`config.mk`:
```
export PLATFORM = sky130hd
export DESIGN_NAME = cache_mem_arbiter_flat
export DESIGN_NICKNAME = d
export VERILOG_FILES = /design/src/rtl/cache_mem_arbiter_if.sv /design/src/rtl/cache_mem_arbiter.sv /design/src/flat_wrapper.sv
export SDC_FILE = /design/constraint.sdc
export NUM_CORES = 1
export LEC_CHECK = 0
export CAP_MARGIN = 20
export CELL_PAD_IN_SITES_DETAIL_PLACEMENT = 1
export CELL_PAD_IN_SITES_GLOBAL_PLACEMENT = 2
export CORE_AREA = 3 3 541 543
export CTS_CLUSTER_DIAMETER = 80
export DETAILED_ROUTE_END_ITERATION = 10
export DIE_AREA = 0 0 544 546
export MAX_ROUTING_LAYER = met4
export PLACE_DENSITY = 0.43
export SYNTH_ARGS = -nofsm -noshare
export SYNTH_HDL_FRONTEND = slang
export SYNTH_SLANG_ARGS = --single-unit
```
`constraint.sdc`:
```
create_clock -name clk -period 2.59 [get_ports clk]
set_input_delay 0.777 -clock clk [delete_from_list [all_inputs] [get_ports clk]]
set_output_delay 0.777 -clock clk [all_outputs]
set_load 0.01 [all_outputs]
```
`src/rtl/cache_mem_arbiter_if.sv`:
```
// Bus bundle between the I/D caches, the memory line port and the arbiter.
// The arbiter takes the slave view; the cache/memory environment takes the master view.
interface cache_mem_arbiter_if #(
    parameter int LINE_WIDTH = 256,
    parameter int ADDR_WIDTH = 32
);
    logic                  i_read;
    logic [ADDR_WIDTH-1:0] i_addr;
    logic [LINE_WIDTH-1:0] i_rdata;
    logic                  i_resp;

    logic                  d_read;
    logic                  d_write;
    logic [ADDR_WIDTH-1:0] d_addr;
    logic [LINE_WIDTH-1:0] d_wdata;
    logic [LINE_WIDTH-1:0] d_rdata;
    logic                  d_resp;

    logic                  pmem_read;
    logic                  pmem_write;
    logic [ADDR_WIDTH-1:0] pmem_address;
    logic [LINE_WIDTH-1:0] pmem_wdata;
    logic [LINE_WIDTH-1:0] pmem_rdata;
    logic                  pmem_resp;

    logic                  busy;

    modport slave (
        input  i_read, i_addr, d_read, d_write, d_addr, d_wdata, pmem_rdata, pmem_resp,
        output i_rdata, i_resp, d_rdata, d_resp, pmem_read, pmem_write,
               pmem_address, pmem_wdata, busy
    );

    modport master (
        output i_read, i_addr, d_read, d_write, d_addr, d_wdata, pmem_rdata, pmem_resp,
        input  i_rdata, i_resp, d_rdata, d_resp, pmem_read, pmem_write,
               pmem_address, pmem_wdata, busy
    );
endinterface

```
`src/rtl/cache_mem_arbiter.sv`:
```
// Round-robin arbiter sharing one memory line port between the instruction and data caches.
// Every output is a register; the DONE state gives requesters a cycle to drop a served request.
module cache_mem_arbiter #(
    parameter int LINE_WIDTH = 256,
    parameter int ADDR_WIDTH = 32
) (
    input  logic                    clk,
    input  logic                    rst,
    cache_mem_arbiter_if.slave      bus
);

    typedef enum logic [1:0] {
        ST_IDLE    = 2'd0,
        ST_SERVE_I = 2'd1,
        ST_SERVE_D = 2'd2,
        ST_DONE    = 2'd3
    } state_e;

    state_e                state_r, state_next_s;
    logic                  last_grant_d_r, last_grant_d_next_s;
    logic                  pmem_read_r, pmem_read_next_s;
    logic                  pmem_write_r, pmem_write_next_s;
    logic [ADDR_WIDTH-1:0] pmem_address_r, pmem_address_next_s;
    logic [LINE_WIDTH-1:0] pmem_wdata_r, pmem_wdata_next_s;
    logic [LINE_WIDTH-1:0] i_rdata_r, i_rdata_next_s;
    logic [LINE_WIDTH-1:0] d_rdata_r, d_rdata_next_s;
    logic                  i_resp_r, i_resp_next_s;
    logic                  d_resp_r, d_resp_next_s;
    logic                  busy_r;
    logic                  req_i_s, req_d_s, grant_i_s, grant_d_s;

    assign req_i_s   = bus.i_read;
    assign req_d_s   = bus.d_read | bus.d_write;
    // On a tie, I wins only if D had the previous grant.
    assign grant_i_s = req_i_s & (~req_d_s | last_grant_d_r);
    assign grant_d_s = req_d_s & ~grant_i_s;

    // Next-state and next-output computation for the arbiter FSM.
    always_comb begin
        state_next_s        = state_r;
        last_grant_d_next_s = last_grant_d_r;
        pmem_read_next_s    = pmem_read_r;
        pmem_write_next_s   = pmem_write_r;
        pmem_address_next_s = pmem_address_r;
        pmem_wdata_next_s   = pmem_wdata_r;
        i_rdata_next_s      = i_rdata_r;
        d_rdata_next_s      = d_rdata_r;
        i_resp_next_s       = 1'b0;
        d_resp_next_s       = 1'b0;

        case (state_r)
            ST_IDLE: begin
                if (grant_i_s) begin
                    state_next_s        = ST_SERVE_I;
                    last_grant_d_next_s = 1'b0;
                    pmem_address_next_s = bus.i_addr;
                    pmem_read_next_s    = 1'b1;
                end else if (grant_d_s) begin
                    state_next_s        = ST_SERVE_D;
                    last_grant_d_next_s = 1'b1;
                    pmem_address_next_s = bus.d_addr;
                    if (bus.d_write) begin
                        pmem_wdata_next_s = bus.d_wdata;
                        pmem_write_next_s = 1'b1;
                    end else begin
                        pmem_read_next_s  = 1'b1;
                    end
                end else begin
                    state_next_s = ST_IDLE;
                end
            end
            ST_SERVE_I: begin
                if (bus.pmem_resp) begin
                    state_next_s      = ST_DONE;
                    pmem_read_next_s  = 1'b0;
                    pmem_write_next_s = 1'b0;
                    i_rdata_next_s    = bus.pmem_rdata;
                    i_resp_next_s     = 1'b1;
                end else begin
                    state_next_s = ST_SERVE_I;
                end
            end
            ST_SERVE_D: begin
                if (bus.pmem_resp) begin
                    state_next_s      = ST_DONE;
                    pmem_read_next_s  = 1'b0;
                    pmem_write_next_s = 1'b0;
                    d_resp_next_s     = 1'b1;
                    // A writeback completion leaves the last read line in place.
                    if (pmem_write_r) begin
                        d_rdata_next_s = d_rdata_r;
                    end else begin
                        d_rdata_next_s = bus.pmem_rdata;
                    end
                end else begin
                    state_next_s = ST_SERVE_D;
                end
            end
            ST_DONE: begin
                state_next_s = ST_IDLE;
            end
            default: begin
                state_next_s      = ST_IDLE;
                pmem_read_next_s  = 1'b0;
                pmem_write_next_s = 1'b0;
            end
        endcase
    end

    // State and output registers, cleared asynchronously by rst.
    always_ff @(posedge clk or negedge rst) begin
        if (!rst) begin
            state_r        <= ST_IDLE;
            last_grant_d_r <= 1'b1;
            pmem_read_r    <= 1'b0;
            pmem_write_r   <= 1'b0;
            pmem_address_r <= {ADDR_WIDTH{1'b0}};
            pmem_wdata_r   <= {LINE_WIDTH{1'b0}};
            i_rdata_r      <= {LINE_WIDTH{1'b0}};
            d_rdata_r      <= {LINE_WIDTH{1'b0}};
            i_resp_r       <= 1'b0;
            d_resp_r       <= 1'b0;
            busy_r         <= 1'b0;
        end else begin
            state_r        <= state_next_s;
            last_grant_d_r <= last_grant_d_next_s;
            pmem_read_r    <= pmem_read_next_s;
            pmem_write_r   <= pmem_write_next_s;
            pmem_address_r <= pmem_address_next_s;
            pmem_wdata_r   <= pmem_wdata_next_s;
            i_rdata_r      <= i_rdata_next_s;
            d_rdata_r      <= d_rdata_next_s;
            i_resp_r       <= i_resp_next_s;
            d_resp_r       <= d_resp_next_s;
            busy_r         <= (state_next_s != ST_IDLE);
        end
    end

    assign bus.pmem_read    = pmem_read_r;
    assign bus.pmem_write   = pmem_write_r;
    assign bus.pmem_address = pmem_address_r;
    assign bus.pmem_wdata   = pmem_wdata_r;
    assign bus.i_rdata      = i_rdata_r;
    assign bus.i_resp       = i_resp_r;
    assign bus.d_rdata      = d_rdata_r;
    assign bus.d_resp       = d_resp_r;
    assign bus.busy         = busy_r;

endmodule

```
`src/flat_wrapper.sv`:
```
// flat-port wrapper written by rule: the top's interface ports become plain ports
module cache_mem_arbiter_flat 
#(
    parameter int LINE_WIDTH = 256,
    parameter int ADDR_WIDTH = 32
)
  (clk, rst, bus_i_read, bus_i_addr, bus_d_read, bus_d_write, bus_d_addr, bus_d_wdata, bus_pmem_rdata, bus_pmem_resp, bus_i_rdata, bus_i_resp, bus_d_rdata, bus_d_resp, bus_pmem_read, bus_pmem_write, bus_pmem_address, bus_pmem_wdata, bus_busy);
  cache_mem_arbiter_if #(.LINE_WIDTH(LINE_WIDTH), .ADDR_WIDTH(ADDR_WIDTH)) bus_i ();
  input  logic clk;
  input  logic rst;
  input wire logic [$bits(bus_i.i_read)-1:0] bus_i_read;
  input wire logic [$bits(bus_i.i_addr)-1:0] bus_i_addr;
  input wire logic [$bits(bus_i.d_read)-1:0] bus_d_read;
  input wire logic [$bits(bus_i.d_write)-1:0] bus_d_write;
  input wire logic [$bits(bus_i.d_addr)-1:0] bus_d_addr;
  input wire logic [$bits(bus_i.d_wdata)-1:0] bus_d_wdata;
  input wire logic [$bits(bus_i.pmem_rdata)-1:0] bus_pmem_rdata;
  input wire logic [$bits(bus_i.pmem_resp)-1:0] bus_pmem_resp;
  output wire logic [$bits(bus_i.i_rdata)-1:0] bus_i_rdata;
  output wire logic [$bits(bus_i.i_resp)-1:0] bus_i_resp;
  output wire logic [$bits(bus_i.d_rdata)-1:0] bus_d_rdata;
  output wire logic [$bits(bus_i.d_resp)-1:0] bus_d_resp;
  output wire logic [$bits(bus_i.pmem_read)-1:0] bus_pmem_read;
  output wire logic [$bits(bus_i.pmem_write)-1:0] bus_pmem_write;
  output wire logic [$bits(bus_i.pmem_address)-1:0] bus_pmem_address;
  output wire logic [$bits(bus_i.pmem_wdata)-1:0] bus_pmem_wdata;
  output wire logic [$bits(bus_i.busy)-1:0] bus_busy;
  assign bus_i.i_read = bus_i_read;
  assign bus_i.i_addr = bus_i_addr;
  assign bus_i.d_read = bus_d_read;
  assign bus_i.d_write = bus_d_write;
  assign bus_i.d_addr = bus_d_addr;
  assign bus_i.d_wdata = bus_d_wdata;
  assign bus_i.pmem_rdata = bus_pmem_rdata;
  assign bus_i.pmem_resp = bus_pmem_resp;
  assign bus_i_rdata = bus_i.i_rdata;
  assign bus_i_resp = bus_i.i_resp;
  assign bus_d_rdata = bus_i.d_rdata;
  assign bus_d_resp = bus_i.d_resp;
  assign bus_pmem_read = bus_i.pmem_read;
  assign bus_pmem_write = bus_i.pmem_write;
  assign bus_pmem_address = bus_i.pmem_address;
  assign bus_pmem_wdata = bus_i.pmem_wdata;
  assign bus_busy = bus_i.busy;
  cache_mem_arbiter #(.LINE_WIDTH(LINE_WIDTH), .ADDR_WIDTH(ADDR_WIDTH)) u_core (.clk(clk), .rst(rst), .bus(bus_i));
endmodule
```
==> summary.md <==
| Metric | Value |
|---|---|
| Netlist cell types | 31 |
| Layout Skew | 0.0671 ns |
| Pin count of the biggest net entering global routing | 96 |
| Core Box Area | 0.288 mm^2 |
| Syn_nets | 2436 |
| RR Startpoint | u_core.state_r[0] |
| Final WL | 212000 um |
| Mapped Area | 0.0313 mm^2 |
| Worst-margin pin slew | 0.694 ns |
| Wire per inst | 28.9 um |
| Vias in the first global route | 25100 |
| Post-Place Setup Slack | -0.231 ns |
| Min Tclk post-route | 2.51 ns |
| Root Buffer | clkbuf_16 |
| DIE AREA | 0.297 mm^2 |
| Worst-path clk slew | 0.06 ns |
| Slowest-stage cell, CP | dlygate4sd2_1 |
| GR Util All Layers | 14.1% |
| Leak | 23.6 nW |
| Slew Limit Fails | 0 |
| Syn avg cell area | 16.9 um^2 |
| CP max FO | 2 |
| Worst reg-to-reg setup slack | 0.52 ns |
| Most frequent cells in the layout | dfrtp_1, clkdlybuf4s50_1, dlygate4sd2_1 |
| CTS H-tree lvls | 3 |
| Critical Path Sink Type | output port |
| Nets | 3954 |
| Max incr delay on CP | 0.53 ns |
| Commonest non-fill, non-tap cell in the layout | dfrtp_1 |
| Antenna violations before repair | 142 |
| Gate Count Post-Synth | 1849 |
| Delay-heaviest family, CP | buffers and inverters |
| Critical path buffers and inverters | 1 |
| Worst setup SP type | flip-flop |
| Final Worst Setup Slack | 0.0781 ns |
| Final Setup Violations | 0 |
| PortBufs | 1386 |
| Reg2reg path depth | 7 |
| Final ANT Viol Nets | 0 |
| Clock buffer depth | 4 |
| Smallest hold slack | 0.468 ns |
| R2R Path End | u_core.bus.d_rdata[195] |
| Worst EP required | 1.81 ns |
| GRT overflow | 0 |
| DRC | 0 |
| Vias post-DR | 22900 |
| Post-detail-place hpwl | 178000 um |
| Clock Latency Late Sink | 0.84 ns |
| Synth Warn # | 0 |
| Max Freq | 398 MHz |
| Synth-to-layout area growth | 72.5% |
| Status | complete, no violations |
| Initial Util | 10.9% |
| Die W | 544 um |
| Hold Vio Cnt, Final | 0 |
| Yosys reg bits | 808 |
| Row count | 197 |
| Clock tree from TritonCTS | yes |
| Drt via density | 3.13 |
| Tcrit/Tclk final | 97.0% |
| Slew headroom | 53.7% |
| Max_cap viols | 0 |
| DRT iter0 DRCs | 750 |
| Routability cong. | 0.867 |
| DRT Pass-1 Iters | 4 |
| I/O pin count | 1387 |
| Critical path arrival | 1.73 ns |
| Setup bufs post-CTS | 0 |
| Clk sinks | 808 |
| Peak VDD IR | 0.498 mV |
| Sequential fraction of the synthesis area | 64.7% |
| Share of layout cells above drive strength 1 | 31.9% |
| Die height | 546 um |
| Worst Hold Class | in2async |
| Crit Path Category | reg2out |
| Crit-path cells | dlygate4sd2_1 |
| Total power | 0.0703 W |
| First-pass GRT wire length | 270000 um |
| Power Dens Cells | 1300 mW/mm^2 |
| Clock buffer count from CTS | 118 |
[timing repair]
item                                    4_1_cts  5_1_grt
resized for setup                           752        5
hold endpoints to repair                      9        0
hold buffers                                  1        0
endpoints found under the setup margin      692        4
[layer usage]
metal  vias up  GRT usage, %  share of wire, %
met1     11800          16.1                41
met2      1136          21.3                44
met5         -             -                 0
met4         0          2.74               2.0
met3       234          8.47                14
li1       9747             -                 -
[layout make-up]
cell class / instances / area (um^2)
antenna: 79 / 198
clock buffer: 174 / 3560
clock inverter: 38 / 423
fill: 32200 / 234000
inverter: 9 / 33.8
multi-input combinational: 927 / 10400
sequential: 808 / 20200
tap: 3781 / 4730
timing repair buffer: 1503 / 14400
[synthesized netlist by cell type (all sizes together)]
cell	n	area, um^2
a211oi	1	7.51
a21boi	1	11.3
a21oi	2	10.0
a31oi	33	206
and2	1	6.26
buf	86	606
clkbuf	19	71.3
dfrtp	807	20200
dfstp	1	26.3
ha	5	62.6
inv	9	33.8
mux2	768	9460
nand2	3	13.8
nand2b	1	6.26
nand3	32	160
nor2	33	124
nor3	3	15.0
nor4b	1	8.76
o211ai	1	7.51
o21ai	35	175
o21ba	1	10.0
o21bai	1	7.51
o2bb2ai	2	17.5
o31a	2	17.5
o31ai	1	7.51
[registers in the layout, indices dropped and copies added, names as in the netlist]
signal,count
u_core.bus.busy,1
u_core.state_r,2
u_core.bus.i_rdata,256
u_core.bus.i_resp,1
u_core.bus.d_resp,1
u_core.bus.pmem_read,1
u_core.bus.d_rdata,256
u_core.bus.pmem_address,32
u_core.last_grant_d_r,1
u_core.bus.pmem_write,1
u_core.bus.pmem_wdata,256
[worst register-to-register path, delay by kind of cell (launching register included)]
| family | cells | cell delay (ns) |
|---|---|---|
| buf+inv | 3 | 0.68 |
| mux | 1 | 0.38 |
| flops | 1 | 0.37 |
| simple gates | 2 | 0.30 |
| fa+ha+maj | 1 | 0.24 |
[where the power goes]
group | leakage, nW | total [W] | switching, W | internal, W
combinational | 12.0 | 0.0306 | 0.0155 | 0.0150
clock | 1.97 | 0.0167 | 0.00650 | 0.0102
sequential | 9.60 | 0.0231 | 0.00391 | 0.0191
[worst max path at each step]
stage               slack, ns                    endpoint                        from  cells past startpoint
finish                   0.08         bus_pmem_wdata[140]  u_core.bus.pmem_wdata[140]                      1
global route         -0.00003         bus_pmem_wdata[124]  u_core.bus.pmem_wdata[124]                      1
CTS                    0.0004            bus_i_rdata[184]     u_core.bus.i_rdata[184]                      1
detailed placement      -0.23  u_core.bus.pmem_wdata[234]                 bus_d_write                      6
global placement        -0.22    u_core.bus.pmem_wdata[0]                 bus_d_write                      6
floorplan                0.65     u_core.bus.d_rdata[159]               bus_pmem_resp                      6
[metrics by stage]
stage                     instances  setup TNS [ns]  util [%]  cell area, um^2
final                          7319               0      18.7            53900
after global routing           7304      -0.0000339      18.7            53900
after CTS                      7240               0      18.7            53800
after detailed placement       7027          -29.54      17.5            50500
after global placement         7027          -28.67      17.5            50500
after floorplan                1849               0         -            31300
[cells by family (layout without fill, tap and decap cells)]
kind of cell,Yosys count,in the layout,share of synthesized area [%]
buffers and inverters,114,1724,2.27
AO/OA/AOI/OAI,80,80,1.53
other,0,79,0
multiplexers,768,768,30.3
AND/OR/NAND/NOR,74,74,1.07
flip-flops,808,808,64.7
adder cells (fa/ha/maj),5,5,0.200
(Power assumes the default switching activity.)
